<file path="src/rtl/dmem_arbiter_pkg.sv">
// -----------------------------------------------------------------------------
// dmem_arbiter_pkg
// Shared types and helpers for the two-port data-RAM arbiter:
//   state_t     - arbiter FSM states (IDLE, WAIT, RESP)
//   port_id_t   - requester identity (PORT_A = CPU, PORT_B = loader/debug)
//   merge_bytes - byte-lane merge used for read-modify-write of partial stores
// -----------------------------------------------------------------------------
package dmem_arbiter_pkg;

    typedef enum logic [1:0] {
        ST_IDLE = 2'd0,
        ST_WAIT = 2'd1,
        ST_RESP = 2'd2
    } state_t;

    typedef enum logic {
        PORT_A = 1'b0,
        PORT_B = 1'b1
    } port_id_t;

    localparam logic [3:0] WSTRB_READ = 4'h0;
    localparam logic [3:0] WSTRB_FULL = 4'hF;

    // Byte i of the result comes from wdata when wstrb[i] is set, otherwise
    // from the word currently stored in the RAM.
    function automatic logic [31:0] merge_bytes(input logic [31:0] wdata,
                                                input logic [31:0] old_word,
                                                input logic [3:0]  wstrb);
        logic [31:0] res;
        res = old_word;
        for (int i = 0; i < 4; i++) begin
            if (wstrb[i]) begin
                res[8*i +: 8] = wdata[8*i +: 8];
            end
        end
        return res;
    endfunction

endpackage

</file>
<file path="src/rtl/dmem_arbiter_if.sv">
// -----------------------------------------------------------------------------
// dmem_arbiter_if
// Bundles the two requester ports, the RAM port and the busy flag.
//   a_* / b_*   : valid/ready request ports (addr, wdata, wstrb in; rdata out)
//   mem_*       : single-port synchronous RAM (en, we, word addr, wdata, rdata)
//   busy        : arbiter not in IDLE
// Modports:
//   slave  - the arbiter side
//   master - the environment side (requesters + RAM)
// -----------------------------------------------------------------------------
interface dmem_arbiter_if #(
    parameter int ADDR_BITS = 11
);
    logic                 a_valid;
    logic                 a_ready;
    logic [31:0]          a_addr;
    logic [31:0]          a_wdata;
    logic [3:0]           a_wstrb;
    logic [31:0]          a_rdata;

    logic                 b_valid;
    logic                 b_ready;
    logic [31:0]          b_addr;
    logic [31:0]          b_wdata;
    logic [3:0]           b_wstrb;
    logic [31:0]          b_rdata;

    logic                 mem_en;
    logic                 mem_we;
    logic [ADDR_BITS-3:0] mem_addr;
    logic [31:0]          mem_wdata;
    logic [31:0]          mem_rdata;

    logic                 busy;

    modport slave (
        input  a_valid, a_addr, a_wdata, a_wstrb,
        output a_ready, a_rdata,
        input  b_valid, b_addr, b_wdata, b_wstrb,
        output b_ready, b_rdata,
        output mem_en, mem_we, mem_addr, mem_wdata,
        input  mem_rdata,
        output busy
    );

    modport master (
        output a_valid, a_addr, a_wdata, a_wstrb,
        input  a_ready, a_rdata,
        output b_valid, b_addr, b_wdata, b_wstrb,
        input  b_ready, b_rdata,
        input  mem_en, mem_we, mem_addr, mem_wdata,
        output mem_rdata,
        input  busy
    );

endinterface

</file>
<file path="src/rtl/dmem_arbiter.sv">
// -----------------------------------------------------------------------------
// dmem_arbiter
// Round-robin arbiter granting one of two requesters (A = CPU, B = loader)
// access to a single-port, one-cycle-latency data RAM.
//   clock : rising-edge clock
//   reset : synchronous active-high reset
//   bus   : dmem_arbiter_if.slave (request ports A/B, RAM port, busy)
// Transaction timing (grant cycle = 0):
//   full write  : RAM write in cycle 0, ready in cycle 1
//   read        : RAM read in cycle 0, data captured in cycle 1, ready cycle 2
//   partial     : RAM read in cycle 0, merged write in cycle 1, ready cycle 2
// -----------------------------------------------------------------------------
module dmem_arbiter
    import dmem_arbiter_pkg::*;
#(
    parameter int ADDR_BITS = 11
) (
    input  logic           clock,
    input  logic           reset,
    dmem_arbiter_if.slave  bus
);

    localparam int IDX_W = ADDR_BITS - 2;

    state_t             state;
    port_id_t           gnt_port;
    port_id_t           last_port;
    logic [IDX_W-1:0]   lat_idx;
    logic [31:0]        lat_wdata;
    logic [3:0]         lat_wstrb;
    logic [31:0]        rdata_q;

    logic               req_any;
    port_id_t           pick;
    logic [31:0]        sel_addr;
    logic [31:0]        sel_wdata;
    logic [3:0]         sel_wstrb;

    // Region decoding happens outside; these bits are intentionally dropped.
    logic unused_addr_bits;
    assign unused_addr_bits = ^{bus.a_addr[31:ADDR_BITS], bus.a_addr[1:0],
                                bus.b_addr[31:ADDR_BITS], bus.b_addr[1:0]};

    // Arbitration: on contention the port not served last wins.
    always_comb begin
        req_any = bus.a_valid | bus.b_valid;
        if (bus.a_valid && bus.b_valid) begin
            pick = (last_port == PORT_A) ? PORT_B : PORT_A;
        end else if (bus.a_valid) begin
            pick = PORT_A;
        end else begin
            pick = PORT_B;
        end
        if (pick == PORT_A) begin
            sel_addr  = bus.a_addr;
            sel_wdata = bus.a_wdata;
            sel_wstrb = bus.a_wstrb;
        end else begin
            sel_addr  = bus.b_addr;
            sel_wdata = bus.b_wdata;
            sel_wstrb = bus.b_wstrb;
        end
    end

    // RAM and handshake outputs. Everything is gated by reset so that an
    // aborted transaction neither writes the RAM nor pulses ready.
    always_comb begin
        bus.mem_en    = 1'b0;
        bus.mem_we    = 1'b0;
        bus.mem_addr  = lat_idx;
        bus.mem_wdata = lat_wdata;
        bus.a_ready   = 1'b0;
        bus.b_ready   = 1'b0;
        if (!reset) begin
            case (state)
                ST_IDLE: begin
                    if (req_any) begin
                        bus.mem_en    = 1'b1;
                        bus.mem_addr  = sel_addr[ADDR_BITS-1:2];
                        bus.mem_we    = (sel_wstrb == WSTRB_FULL);
                        bus.mem_wdata = sel_wdata;
                    end
                end
                ST_WAIT: begin
                    // Reads only capture data here; partial writes commit the merge.
                    if (lat_wstrb != WSTRB_READ) begin
                        bus.mem_en    = 1'b1;
                        bus.mem_we    = 1'b1;
                        bus.mem_wdata = merge_bytes(lat_wdata, bus.mem_rdata, lat_wstrb);
                    end
                end
                ST_RESP: begin
                    bus.a_ready = (gnt_port == PORT_A);
                    bus.b_ready = (gnt_port == PORT_B);
                end
                default: begin
                end
            endcase
        end
    end

    assign bus.a_rdata = rdata_q;
    assign bus.b_rdata = rdata_q;
    assign bus.busy    = (state != ST_IDLE);

    // Control state
    always_ff @(posedge clock) begin
        if (reset) begin
            state     <= ST_IDLE;
            gnt_port  <= PORT_A;
            last_port <= PORT_B;
            rdata_q   <= 32'h0;
        end else begin
            case (state)
                ST_IDLE: begin
                    if (req_any) begin
                        gnt_port <= pick;
                        state    <= (sel_wstrb == WSTRB_FULL) ? ST_RESP : ST_WAIT;
                    end
                end
                ST_WAIT: begin
                    if (lat_wstrb == WSTRB_READ) begin
                        rdata_q <= bus.mem_rdata;
                    end
                    state <= ST_RESP;
                end
                ST_RESP: begin
                    last_port <= gnt_port;
                    state     <= ST_IDLE;
                end
                default: begin
                    state <= ST_IDLE;
                end
            endcase
        end
    end

    // Request capture at grant; requester inputs are ignored afterwards.
    always_ff @(posedge clock) begin
        if (state == ST_IDLE && req_any) begin
            lat_idx   <= sel_addr[ADDR_BITS-1:2];
            lat_wdata <= sel_wdata;
            lat_wstrb <= sel_wstrb;
        end
    end

endmodule
</file>
<file path="src/flat_wrapper.sv">
// flat-port wrapper written by rule: the top's interface ports become plain ports
module dmem_arbiter_flat import dmem_arbiter_pkg::*;
#(
    parameter int ADDR_BITS = 11
)
  (clock, reset, bus_a_valid, bus_a_addr, bus_a_wdata, bus_a_wstrb, bus_a_ready, bus_a_rdata, bus_b_valid, bus_b_addr, bus_b_wdata, bus_b_wstrb, bus_b_ready, bus_b_rdata, bus_mem_en, bus_mem_we, bus_mem_addr, bus_mem_wdata, bus_mem_rdata, bus_busy);
  dmem_arbiter_if #(.ADDR_BITS(ADDR_BITS)) bus_i ();
  input  logic clock;
  input  logic reset;
  input wire logic [$bits(bus_i.a_valid)-1:0] bus_a_valid;
  input wire logic [$bits(bus_i.a_addr)-1:0] bus_a_addr;
  input wire logic [$bits(bus_i.a_wdata)-1:0] bus_a_wdata;
  input wire logic [$bits(bus_i.a_wstrb)-1:0] bus_a_wstrb;
  output wire logic [$bits(bus_i.a_ready)-1:0] bus_a_ready;
  output wire logic [$bits(bus_i.a_rdata)-1:0] bus_a_rdata;
  input wire logic [$bits(bus_i.b_valid)-1:0] bus_b_valid;
  input wire logic [$bits(bus_i.b_addr)-1:0] bus_b_addr;
  input wire logic [$bits(bus_i.b_wdata)-1:0] bus_b_wdata;
  input wire logic [$bits(bus_i.b_wstrb)-1:0] bus_b_wstrb;
  output wire logic [$bits(bus_i.b_ready)-1:0] bus_b_ready;
  output wire logic [$bits(bus_i.b_rdata)-1:0] bus_b_rdata;
  output wire logic [$bits(bus_i.mem_en)-1:0] bus_mem_en;
  output wire logic [$bits(bus_i.mem_we)-1:0] bus_mem_we;
  output wire logic [$bits(bus_i.mem_addr)-1:0] bus_mem_addr;
  output wire logic [$bits(bus_i.mem_wdata)-1:0] bus_mem_wdata;
  input wire logic [$bits(bus_i.mem_rdata)-1:0] bus_mem_rdata;
  output wire logic [$bits(bus_i.busy)-1:0] bus_busy;
  assign bus_i.a_valid = bus_a_valid;
  assign bus_i.a_addr = bus_a_addr;
  assign bus_i.a_wdata = bus_a_wdata;
  assign bus_i.a_wstrb = bus_a_wstrb;
  assign bus_a_ready = bus_i.a_ready;
  assign bus_a_rdata = bus_i.a_rdata;
  assign bus_i.b_valid = bus_b_valid;
  assign bus_i.b_addr = bus_b_addr;
  assign bus_i.b_wdata = bus_b_wdata;
  assign bus_i.b_wstrb = bus_b_wstrb;
  assign bus_b_ready = bus_i.b_ready;
  assign bus_b_rdata = bus_i.b_rdata;
  assign bus_mem_en = bus_i.mem_en;
  assign bus_mem_we = bus_i.mem_we;
  assign bus_mem_addr = bus_i.mem_addr;
  assign bus_mem_wdata = bus_i.mem_wdata;
  assign bus_i.mem_rdata = bus_mem_rdata;
  assign bus_busy = bus_i.busy;
  dmem_arbiter #(.ADDR_BITS(ADDR_BITS)) u_core (.clock(clock), .reset(reset), .bus(bus_i));
endmodule
</file>
<file path="config.mk">
export PLATFORM = sky130hd
export DESIGN_NAME = dmem_arbiter_flat
export DESIGN_NICKNAME = d
export VERILOG_FILES = /design/src/rtl/dmem_arbiter_pkg.sv /design/src/rtl/dmem_arbiter_if.sv /design/src/rtl/dmem_arbiter.sv /design/src/flat_wrapper.sv
export SDC_FILE = /design/constraint.sdc
export NUM_CORES = 1
export LEC_CHECK = 0
export BUFFER_PORTS_ARGS = -buffer_cell sky130_fd_sc_hd__clkbuf_2
export CAP_MARGIN = 20
export CELL_PAD_IN_SITES_DETAIL_PLACEMENT = 0
export CELL_PAD_IN_SITES_GLOBAL_PLACEMENT = 1
export CORE_MARGIN = 2
export CORE_UTILIZATION = 34
export DETAILED_ROUTE_END_ITERATION = 6
export PLACE_DENSITY_LB_ADDON = 0.1
export SYNTH_ARGS = -nofsm -noshare
export SYNTH_HDL_FRONTEND = slang
export SYNTH_SLANG_ARGS = --single-unit
</file>
<file path="constraint.sdc">
create_clock -name clock -period 12.56 [get_ports clock]
set_input_delay 2.512 -clock clock [delete_from_list [all_inputs] [get_ports clock]]
set_output_delay 2.512 -clock clock [all_outputs]
set_load 0.05 [all_outputs]
</file>
**Word level (Yosys, flattened, before mapping)**

Cells that the tools add are included.

- Flip-flop bits (word level): 81
- Output and inout port bits: 110
- Bits of input ports: 172
- Logic and storage cells: 52

- Bitwise logic cells: 2
- Multiplexer cells: 31
- Reductions and logical operators: 8
- Eq/ne operators: 4

Operator list:

| operator | count |
|---|---|
| $mux 32 | 4 |
| $pmux 32 s2 | 1 |
| $mux 8 | 4 |
| $mux 9 | 3 |
| $mux 1 | 12 |
| $mux 11 | 1 |
| $eq 4x4->1 const B | 1 |
| $logic_not 4->1 | 1 |
| $mux 2 | 2 |
| $mux 4 | 1 |
| $pmux 1 s2 | 2 |
| $pmux 2 s2 | 1 |
| $reduce_and 2->1 | 2 |
| $reduce_bool 4->1 | 1 |
| $eq 2x1->1 const B | 1 |
| $eq 2x2->1 const B | 1 |
| $logic_and 1x1->1 | 2 |
| $logic_not 2->1 | 1 |
| $ne 2x1->1 const B | 1 |
| $reduce_bool 2->1 | 1 |
| $not 1->1 | 1 |
| $or 1x1->1 | 1 |

**Longest topological paths before layout**

Gate-level depths: netlist of run 1.

- Depth after elaboration: 7
- Depth in mapped cells: 6
- Mapped depth without buffers: 4

**Worst setup path after synthesis of run 1**

No wires, ideal clock.

- Kind: input port to output port
- Start: in bus_b_valid
- End: out bus_mem_we
- Slack: 3.966 ns
- Arrival time: 6.082 ns
- Required time: 10.048 ns
- Buffers on the path: 0
- Stages: 4
- Cells stage by stage: nor2_1 -> nor2_1 -> o21ai_0 -> a211oi_1

- Longest elaborated chain between the ends: 7
- Elaborated cells on any way between the ends: 8
- Those cells by class: eq/ne (1); mux (5); bitwise (1); reduce/logical (1)

RTL lines:

| what | line | source |
|---|---|---|
| start: declaration | flat_wrapper.sv:16 | `input wire logic [$bits(bus_i.b_valid)-1:0] bus_b_valid;` |
| $logic_and 1x1->1 | dmem_arbiter.sv:47 | `if (bus.a_valid && bus.b_valid) begin` |
| $mux 1 | dmem_arbiter.sv:47 |  |
| $mux 4 | dmem_arbiter.sv:54 | `if (pick == PORT_A) begin` |
| $eq 4x4->1 | dmem_arbiter.sv:80 | `bus.mem_we = (sel_wstrb == WSTRB_FULL);` |
| $mux 1 * | dmem_arbiter.sv:77 | `if (req_any) begin` |
| $pmux 1 s2 * | dmem_arbiter.sv:75 | `case (state)` |
| $mux 1 * | dmem_arbiter.sv:74 | `if (!reset) begin` |
| end: declaration | flat_wrapper.sv:23 | `output wire logic [$bits(bus_i.mem_we)-1:0] bus_mem_we;` |

Every way passes the cells marked *; elsewhere a longest branch is shown, timed or not.

**Final worst setup path of run 1**

- Start: in reset
- End: out bus_mem_wdata[18]

- Longest elaborated chain between the ends: 1

RTL lines:

| what | line | source |
|---|---|---|
| start: declaration | flat_wrapper.sv:9 | `input logic reset;` |
| $mux 32 | dmem_arbiter.sv:74 |  |
| end: declaration | flat_wrapper.sv:25 | `output wire logic [$bits(bus_i.mem_wdata)-1:0] bus_mem_wdata;` |

Every way passes these cells.

==> metrics.txt, run 1 <==
status finished, final reports clean; Top FF cell, synth edfxtp_1; root buffer cell clkbuf_16; Antenna Violating Nets Remaining 0; hpwl dp 9120 um; Detailed Route Iter0 Violations 137; Area Overhead vs Synth 28.5%; Pwr Density 138 nW/um^2; TNS Setup 0 ns; cells along the critical path clkbuf_2 > or3_4 > buf_4 > nand3_2 > o211ai_2 > clkbuf_2; maximum vdd drop 0.0623 mV; most frequent cells after synthesis nand2_1 (98), edfxtp_1 (45), buf_4 (38), dfxtp_1 (36); clk_skew 0.00640 ns; min Tclk post-route 7.58 ns; Arrival @ worst endpoint 5.06 ns; via count 3898; DRC Markers 0; wire per inst 14.9 um; largest net degree at the start of global routing 47; Inst Count DP 817; vias in the first global route 3724; Core Rows 42; total congestion overflow 0; die height 121 um; CTS H-tree depth 3; Avg Vias per Cell 4.69; RePlAce Congestion 0.768; mux cell area share after synthesis 12.4%; slowest CP cell clkbuf_2; Final period util 60.3%; layout cells sized above 1 50.5%; LEAKAGE 2.84 nW; # port buffers 235; RSZ-0062 raised after global routing no; # hold bufs at CTS 0; Yosys warnings 0; Synth Area in Compound Gates 12.1%; CP Launch Type input pin; fin nets 824; total I/O pin count 282; Mapped Area 4680 sq um; Distinct cells, synth 34; initial antenna violation count 0; worst-margin pin slew 0.969 ns; post-synthesis xor/xnor area fraction 0%; clk slew on worst S/H paths 0.06 ns; clock tree buffer depth 2; ant diodes 0; Core Footprint 13300 sq um; Crit Path Max Fanout 41; die width 121 um; combinational family with the most area after synthesis simple AND/OR/NAND/NOR gates; final cell count without fillers 832; total power 0.000832 W; cts bufs inserted 9; Hold Vio Cnt, Final 0; Tot GR Track Use 16.9%; critical path capture point type output port; Post-Synthesis Mean Instance Area 10.2 sq um; Post-synth EDFFs 45; post-CTS sizing 0; Synth async-reset ratio 0%; Seq/Total Area, Yosys 44.3%; count leader, synth nand2_1; Post-CTS Setup Inserts 0; Finished Core Util 45.0%; Max-slew headroom 35.4%; Synth area leaders edfxtp_1 (29%), dfxtp_1 (15%), nand2_1 (7.9%), mux2i_1 (7.1%), nand3_2 (6.8%); Buf/Inv on CP 3; f_max 132 MHz; Synth Area in Adders 0%; Slew Viols, Final 0; Simple-Gate Fraction of Synth Area 19.5%; clock sinks 81; Worst-Skew Late Latency 0.34 ns; Max Cap Viol 0; cell mode on critical path clkbuf_2; WS Path Type input pin to output port; die area 14700 sq um; hold crit path type register to register; total wire length 12400 um; CP max stage delay 0.72 ns; CP delay by family, top buffers and inverters; Cells after Synth 460; global-route wire length before repair 19100 um; Yosys top cell by area edfxtp_1; Starting Density 35.0%; DR pass1 iterations 4; Setup-failing EPs final 0; Yosys reg bits 81; top-area cell type share of the netlist area 28.9%; syn_nets 632; critical path data required time 10.05 ns; CTS tree done
==> sequential cells by signal, indices dropped and copies added (netlist names) <==
signal,count
u_core.bus.a_rdata,32
u_core.gnt_port,1
u_core.last_port,1
u_core.lat_idx,9
u_core.lat_wdata,32
u_core.lat_wstrb,4
u_core.state,2
==> layout by cell type (no fill, tap or decap), types with 5 or more instances in the layout <==
master     netlist  layout
clkbuf_16        0       9
edfxtp_1        45      45
nand2_1         98      97
nor3_1           6       6
mux2i_1         33      33
dfxtp_1         36      36
mux2_2          13      13
inv_1           33      33
o211ai_2        24      24
mux2_1           9       9
buf_4           38       5
nor3_2           5       5
clkbuf_2         0     235
nand3_2         32      32
a21oi_1         33      33
o211ai_1         8       8
==> logic make-up (layout without fill, tap and decap cells) <==
logic type	after synthesis	after routing
simple gates	161	161
buf+inv	92	288
flops	81	81
compound gates	71	71
mux	55	55
==> stage by stage <==
stage | cell area [sq um] | setup WS (ns) | hold slack, ns
floorplan | 4680 | 3.97 | 0.440
global placement | 5700 | 4.94 | 0.455
detailed placement | 5700 | 4.91 | 0.459
CTS | 6010 | 4.91 | 0.472
global route | 6010 | 4.79 | 0.495
finish | 6010 | 4.98 | 0.469
==> metal layers <==
metal  part of all wire [%]  track usage (%)
met3                    8.3             4.84
met2                     49             28.6
met1                     41             20.3
met4                    1.7             6.54
met5                      0                0
==> cell type report <==
type	instances	area, sq um
Fill cell	1306	7340
Sequential cell	81	2070
Multi-Input combinational cell	287	2070
Timing Repair Buffer	240	1210
Clock buffer	11	243
Tap cell	176	220
Inverter	33	124
Clock inverter	4	67.6
==> final timing paths <==
check | endpoint | depth (start not counted) | from | slack, ns
hold reg to reg | u_core.bus.a_rdata[5]$_SDFFE_PP0P_ | 2 | u_core.bus.a_rdata[5]$_SDFFE_PP0P_ | 0.47
setup reg to reg | u_core.bus.a_rdata[19]$_SDFFE_PP0P_ | 5 | u_core.lat_wstrb[1]$_DFFE_PP_ | 10.33
setup / recovery | bus_mem_wdata[18] | 6 | reset | 4.98
hold / removal | u_core.bus.a_rdata[5]$_SDFFE_PP0P_ | 2 | u_core.bus.a_rdata[5]$_SDFFE_PP0P_ | 0.47
==> worst register-to-register path, cell delays in order (launching register included) <==
cell and delay [ns]:
edfxtp_1 0.48, nor4_2 0.45, nand3b_1 0.54, buf_4 0.43, nand2_1 0.10, a21oi_1 0.07
==> power breakdown <==
part | switching [W] | internal [W]
Clock | 0.000102 | 0.000177
Sequential | 0.0000106 | 0.000306
Combinational | 0.000169 | 0.0000669
Total | 0.000282 | 0.000550
Power figures use the tool's default switching activity.
==> run 2: changes to the inputs <==
CORE_UTILIZATION = 28   (was 34)
clock period = 6.2 ns   (was 12.56 ns; I/O delays follow)
==> run 2 against run 1 <==
Clock-buffer cell count is 1 lower. Cell count is 5.6% higher. Global-route usage is 1.8 points lower. Combinational power is 100% higher. Flip-flop and latch count stayed put. Wire length is 8.1% higher. Sequential power is 100% higher. First-iteration DRC count is 26% higher. Clock power is 100% higher. Non-clock buffer count is 2 higher. Register-to-register slack worse by 6.5 ns. Clock skew is 0.0018 ns lower.
==> metrics.txt, run 2 (synthesis gave the netlist of run 1 again) <==
status finished, final reports clean; # hold bufs at CTS 0 (unchanged); Worst-Skew Late Latency 0.33 ns (about the same); ant diodes 0 (unchanged); clock sinks 81 (unchanged); Avg Vias per Cell 4.48 (-4.4%); Core Footprint 16500 sq um (+23%); total I/O pin count 282 (unchanged); root buffer cell clkbuf_16; Antenna Violating Nets Remaining 0 (unchanged); DR pass1 iterations 4 (unchanged); Max-slew headroom 43.3% (+7.8 points); fin nets 826 (+0.24%); min Tclk post-route 4.67 ns; Hold Vio Cnt, Final 0 (unchanged); Core Rows 47 (+12%); largest net degree at the start of global routing 49 (+4.3%); Starting Density 28.4% (-6.6 points); Detailed Route Iter0 Violations 172 (+26%); Crit Path Max Fanout 48 (+17%); Tot GR Track Use 15.1% (-1.8 points); commonest non-fill, non-tap cells in the layout clkbuf_2 (235), nand2_1 (97), edfxtp_1 (45); CP max stage delay 0.71 ns (about the same); post-CTS sizing 0 (unchanged); most common cell after layout, fill and taps aside clkbuf_2; RePlAce Congestion 0.728 (-5.3%); f_max 214 MHz; slowest CP cell or3_4; vias in the first global route 3885 (+4.3%); die height 133 um (+9.9%); CTS tree done; TNS Setup 0 ns (unchanged); maximum vdd drop 0.138 mV (+120%); Arrival @ worst endpoint 3.43 ns (-1.63 ns); cells along the critical path clkbuf_2 > or3_4 > buf_4 > nand3_2 > o211ai_2 > clkbuf_2; hpwl dp 9760 um (+7.0%); # port buffers 235 (unchanged); layout cells sized above 1 51.0% (+0.53 points); die width 133 um (+9.9%); initial antenna violation count 0 (unchanged); post-place setup slack 1.47 ns (-3.44 ns); clock tree buffer depth 2 (unchanged); total power 0.00169 W (+100%); LEAKAGE 2.85 nW (+0.39%); cell mode on critical path clkbuf_2; CP Launch Type input pin; Slew Viols, Final 0 (unchanged); Final Worst Setup Slack 1.53 ns (-3.45 ns); worst-margin pin slew 0.848 ns (-0.121 ns); reg2reg setup slack 3.84 ns (-6.49 ns); clk slew on worst S/H paths 0.06 ns (about the same); Area Overhead vs Synth 30.1%; clk_skew 0.00460 ns (-0.00181 ns); via count 3935 (+0.95%); critical path data required time 4.96 ns (-5.09 ns); global-route wire length before repair 20900 um (+9.5%); CTS H-tree depth 3 (unchanged); Pwr Density 277 nW/um^2 (+100%); wire per inst 15.3 um (+2.3%); die area 17800 sq um (+21%); total congestion overflow 0 (unchanged); critical path capture point type output port; Final period util 75.3%; Post-CTS Setup Inserts 0 (unchanged); total wire length 13400 um (+8.1%); hold crit path type register to register; DRC Markers 0 (unchanged); Max Cap Viol 0 (unchanged); RSZ-0062 raised after global routing no; WS Path Type input pin to output port; cts bufs inserted 9 (unchanged); Setup-failing EPs final 0 (unchanged)
run 2: worst max-delay path: cells and delay by family:
kind / cells / cell delay, ns
compound gates: 1 / 0.08
buf+inv: 3 / 1.21
simple gates: 2 / 0.85
run 2: worst paths after layout:
kind / cells past startpoint / start / endpoint
hold / removal: 2 / u_core.last_port$_SDFFE_PP1N_ / u_core.last_port$_SDFFE_PP1N_
hold reg to reg: 2 / u_core.last_port$_SDFFE_PP1N_ / u_core.last_port$_SDFFE_PP1N_
setup / recovery: 6 / reset / bus_mem_wdata[22]
setup reg to reg: 5 / u_core.lat_wstrb[1]$_DFFE_PP_ / u_core.bus.a_rdata[18]$_SDFFE_PP0P_
run 2: final cells by class:
| class | instances | area [sq um] |
|---|---|---|
| Tap cell | 220 | 275 |
| Multi-Input combinational cell | 287 | 2070 |
| Timing Repair Buffer | 242 | 1230 |
| Fill cell | 1767 | 10400 |
| Sequential cell | 81 | 2070 |
| Clock inverter | 6 | 82.6 |
| Clock buffer | 10 | 229 |
| Inverter | 33 | 124 |
run 2: metrics by stage:
step           std cells  utilization (%)  hold WS (ns)  cell area (sq um)
2_1_floorplan        460                -         0.440               4680
3_3_place_gp         863             35.1         0.457               5770
3_5_place_dp         863             35.1         0.465               5770
4_1_cts              879             36.9         0.474               6080
5_1_grt              879             36.9         0.485               6080
6_report             879             36.9         0.471               6080
run 2: report_power, final:
| part | switching (W) | leakage [nW] | internal (W) |
|---|---|---|---|
| combinational | 0.000346 | 1.97 | 0.000137 |
| sequential | 0.0000213 | 0.732 | 0.000619 |
| clock | 0.000214 | 0.152 | 0.000351 |
run 2: layer usage:
layer | up-vias | wire, um | global-route usage [%]
li1 | 1967 | - | -
met2 | 138 | 6230 | 24.8
met4 | 0 | 213 | 5.32
met1 | 1815 | 5970 | 18.8
met5 | - | 0 | 0
met3 | 15 | 1010 | 4.79
==> run 3: changes to the inputs <==
CORE_UTILIZATION = 31   (was 28)
clock period = 4.75 ns   (was 6.2 ns; I/O delays follow)
==> run 3 against run 2 <==
Sequential share of layout area grew 0.25 points. Die area shrank 9.4%. Worst hold slack barely moved. Via count up 0.48%. Sequential power up 31%. Global-route usage is 1.1 points higher. Critical path type unchanged.
==> metrics.txt, run 3 (synthesis gave the netlist of run 1 again) <==
slowest CP cell or3_4; initial antenna violation count 0 (unchanged); most common cell after layout, fill and taps aside clkbuf_2; Setup-failing EPs final 0 (unchanged); RePlAce Congestion 0.769 (+5.6%); Filler cells 1500 (-15%); critical path data required time 3.80 ns (-1.16 ns); Hold Vio Cnt, Final 0 (unchanged); RSZ-0062 raised after global routing no; hold crit path type register to register; post-place setup slack 0.682 ns (-0.785 ns); commonest non-fill, non-tap cells in the layout clkbuf_2 (235), nand2_1 (97), edfxtp_1 (45); total I/O pin count 282 (unchanged); Area Overhead vs Synth 29.1%; clk_skew 0.00476 ns (+0.000162 ns); TNS Setup 0 ns (unchanged); CP max stage delay 0.76 ns (+0.05 ns); critical path capture point type output port; die height 127 um (-4.8%); Max Cap Viol 0 (unchanged); met3 GRT Util 4.56% (-0.24 points); Worst-Skew Late Latency 0.34 ns (about the same); P_sw 0.000752 W (+29%); Flop pwr share 38.0% (about the same); die width 127 um (-4.8%); f_max 249 MHz; clk slew on worst S/H paths 0.06 ns (about the same); maximum vdd drop 0.152 mV (+11%); via count 3954 (+0.48%); grt met2 use 27.0% (+2.2 points); global-route wire length before repair 20400 um (-2.3%); LEAKAGE 2.85 nW (about the same); switch share 34.2% (-0.21 points); post-CTS sizing 0 (unchanged); Combinational Power Share 28.6% (about the same); cells along the critical path clkbuf_2 > nor2_1 > or3_4 > buf_4 > nand3_2 > o211ai_2 > clkbuf_2; Starting Density 31.9% (+3.5 points); DR pass1 iterations 4 (unchanged); Cell Int Power 0.00145 W (+31%); clock tree buffer depth 2 (unchanged); DRC Markers 0 (unchanged); Max-slew headroom 41.3% (-1.9 points); cts bufs inserted 9 (unchanged); Final period util 84.4%; CTS H-tree depth 3 (unchanged); Post-CTS Setup Inserts 0 (unchanged); M1 GR Usage 19.8% (+1.1 points); ant diodes 0 (unchanged); vias in the first global route 4006 (+3.1%); Antenna Violating Nets Remaining 0 (unchanged); Arrival @ worst endpoint 3.06 ns (-0.37 ns); CTS tree done; Tot GR Track Use 16.2% (+1.1 points); hpwl dp 9530 um (-2.3%); total congestion overflow 0 (unchanged); wire per inst 15.6 um (+2.0%); die area 16100 sq um (-9.4%); status finished, final reports clean; WS Path Type input pin to output port; Core Footprint 14600 sq um (-11%); cell mode on critical path clkbuf_2; global route hottest layer met2; Core Rows 44 (-6.4%); CP Launch Type input pin; layout cells sized above 1 50.6% (-0.38 points); Crit Path Max Fanout 54 (+13%); Final Cell Area 6040 sq um (-0.72%); total wire length 13100 um (-2.1%); worst-margin pin slew 0.880 ns (+0.0320 ns); root buffer cell clkbuf_16; Pwr Density 364 nW/um^2 (+31%); Detailed Route Iter0 Violations 180 (+4.7%); # port buffers 235 (unchanged); clock sinks 81 (unchanged); # hold bufs at CTS 0 (unchanged); Slew Viols, Final 0 (unchanged); Avg Vias per Cell 4.68 (+4.6%); min Tclk post-route 4.01 ns; placed cell area 5730 sq um (-0.65%); Final Worst Setup Slack 0.740 ns (-0.791 ns); Clock Power Share 33.4% (about the same); largest net degree at the start of global routing 55 (+12%); fin nets 827 (+0.12%)
run 3: cell count changes in the layout (fill, tap and decap cells not counted):
cell,delta
buf_4,+1
clkbuf_1,+2
clkinv_1,+1
clkinv_2,-2
clkinvlp_4,-1
run 3: metrics by stage:
stage	utilization [%]	power (W)	std cells	hold slack (ns)
2_1_floorplan	-	0.00132	460	0.440
3_3_place_gp	39.2	0.00148	828	0.453
3_5_place_dp	39.2	0.00149	828	0.467
4_1_cts	41.2	0.00223	844	0.475
5_1_grt	41.2	0.00230	844	0.489
6_report	41.2	0.00220	844	0.472
run 3: cell type report:
type                            instances  area (sq um)  area share (%)
Clock buffer                           12           236            3.92
Clock inverter                          4          68.8            1.14
Inverter                               33           124            2.05
Multi-Input combinational cell        287          2070            34.3
Sequential cell                        81          2070            34.3
Tap cell                              184           230            3.81
Timing Repair Buffer                  243          1240            20.5
run 3: worst max-delay path, delay by kind of cell:
| kind | cells | cell delay [ns] |
|---|---|---|
| buffers and inverters | 3 | 0.89 |
| AND/OR/NAND/NOR | 3 | 1.13 |
| AO/OA/AOI/OAI | 1 | 0.08 |
run 3: per-layer routing:
metal,vias to the layer above,part of all wire [%]
met1,1826,44
met3,17,7.7
met5,-,0
met4,0,2.0
li1,1963,-
met2,148,46
run 3: worst paths after layout:
path | cells past startpoint | to | slack, ns | start
worst min-delay path | 2 | u_core.bus.a_rdata[12]$_SDFFE_PP0P_ | 0.47 | u_core.bus.a_rdata[12]$_SDFFE_PP0P_
worst min register to register | 2 | u_core.bus.a_rdata[12]$_SDFFE_PP0P_ | 0.47 | u_core.bus.a_rdata[12]$_SDFFE_PP0P_
worst max-delay path | 7 | bus_mem_wdata[22] | 0.74 | bus_a_valid
worst max register to register | 5 | u_core.bus.a_rdata[8]$_SDFFE_PP0P_ | 2.41 | u_core.lat_wstrb[1]$_DFFE_PP_
run 3: power by group through the flow:
stage	Sequential (W)	Clock, W	Combinational, W
4_1_cts	0.000837	0.000756	0.000640
3_5_place_dp	0.000851	0	0.000638
3_3_place_gp	0.000850	0	0.000635
6_report	0.000836	0.000733	0.000629
2_1_floorplan	0.000857	0	0.000466
5_1_grt	0.000843	0.000781	0.000672
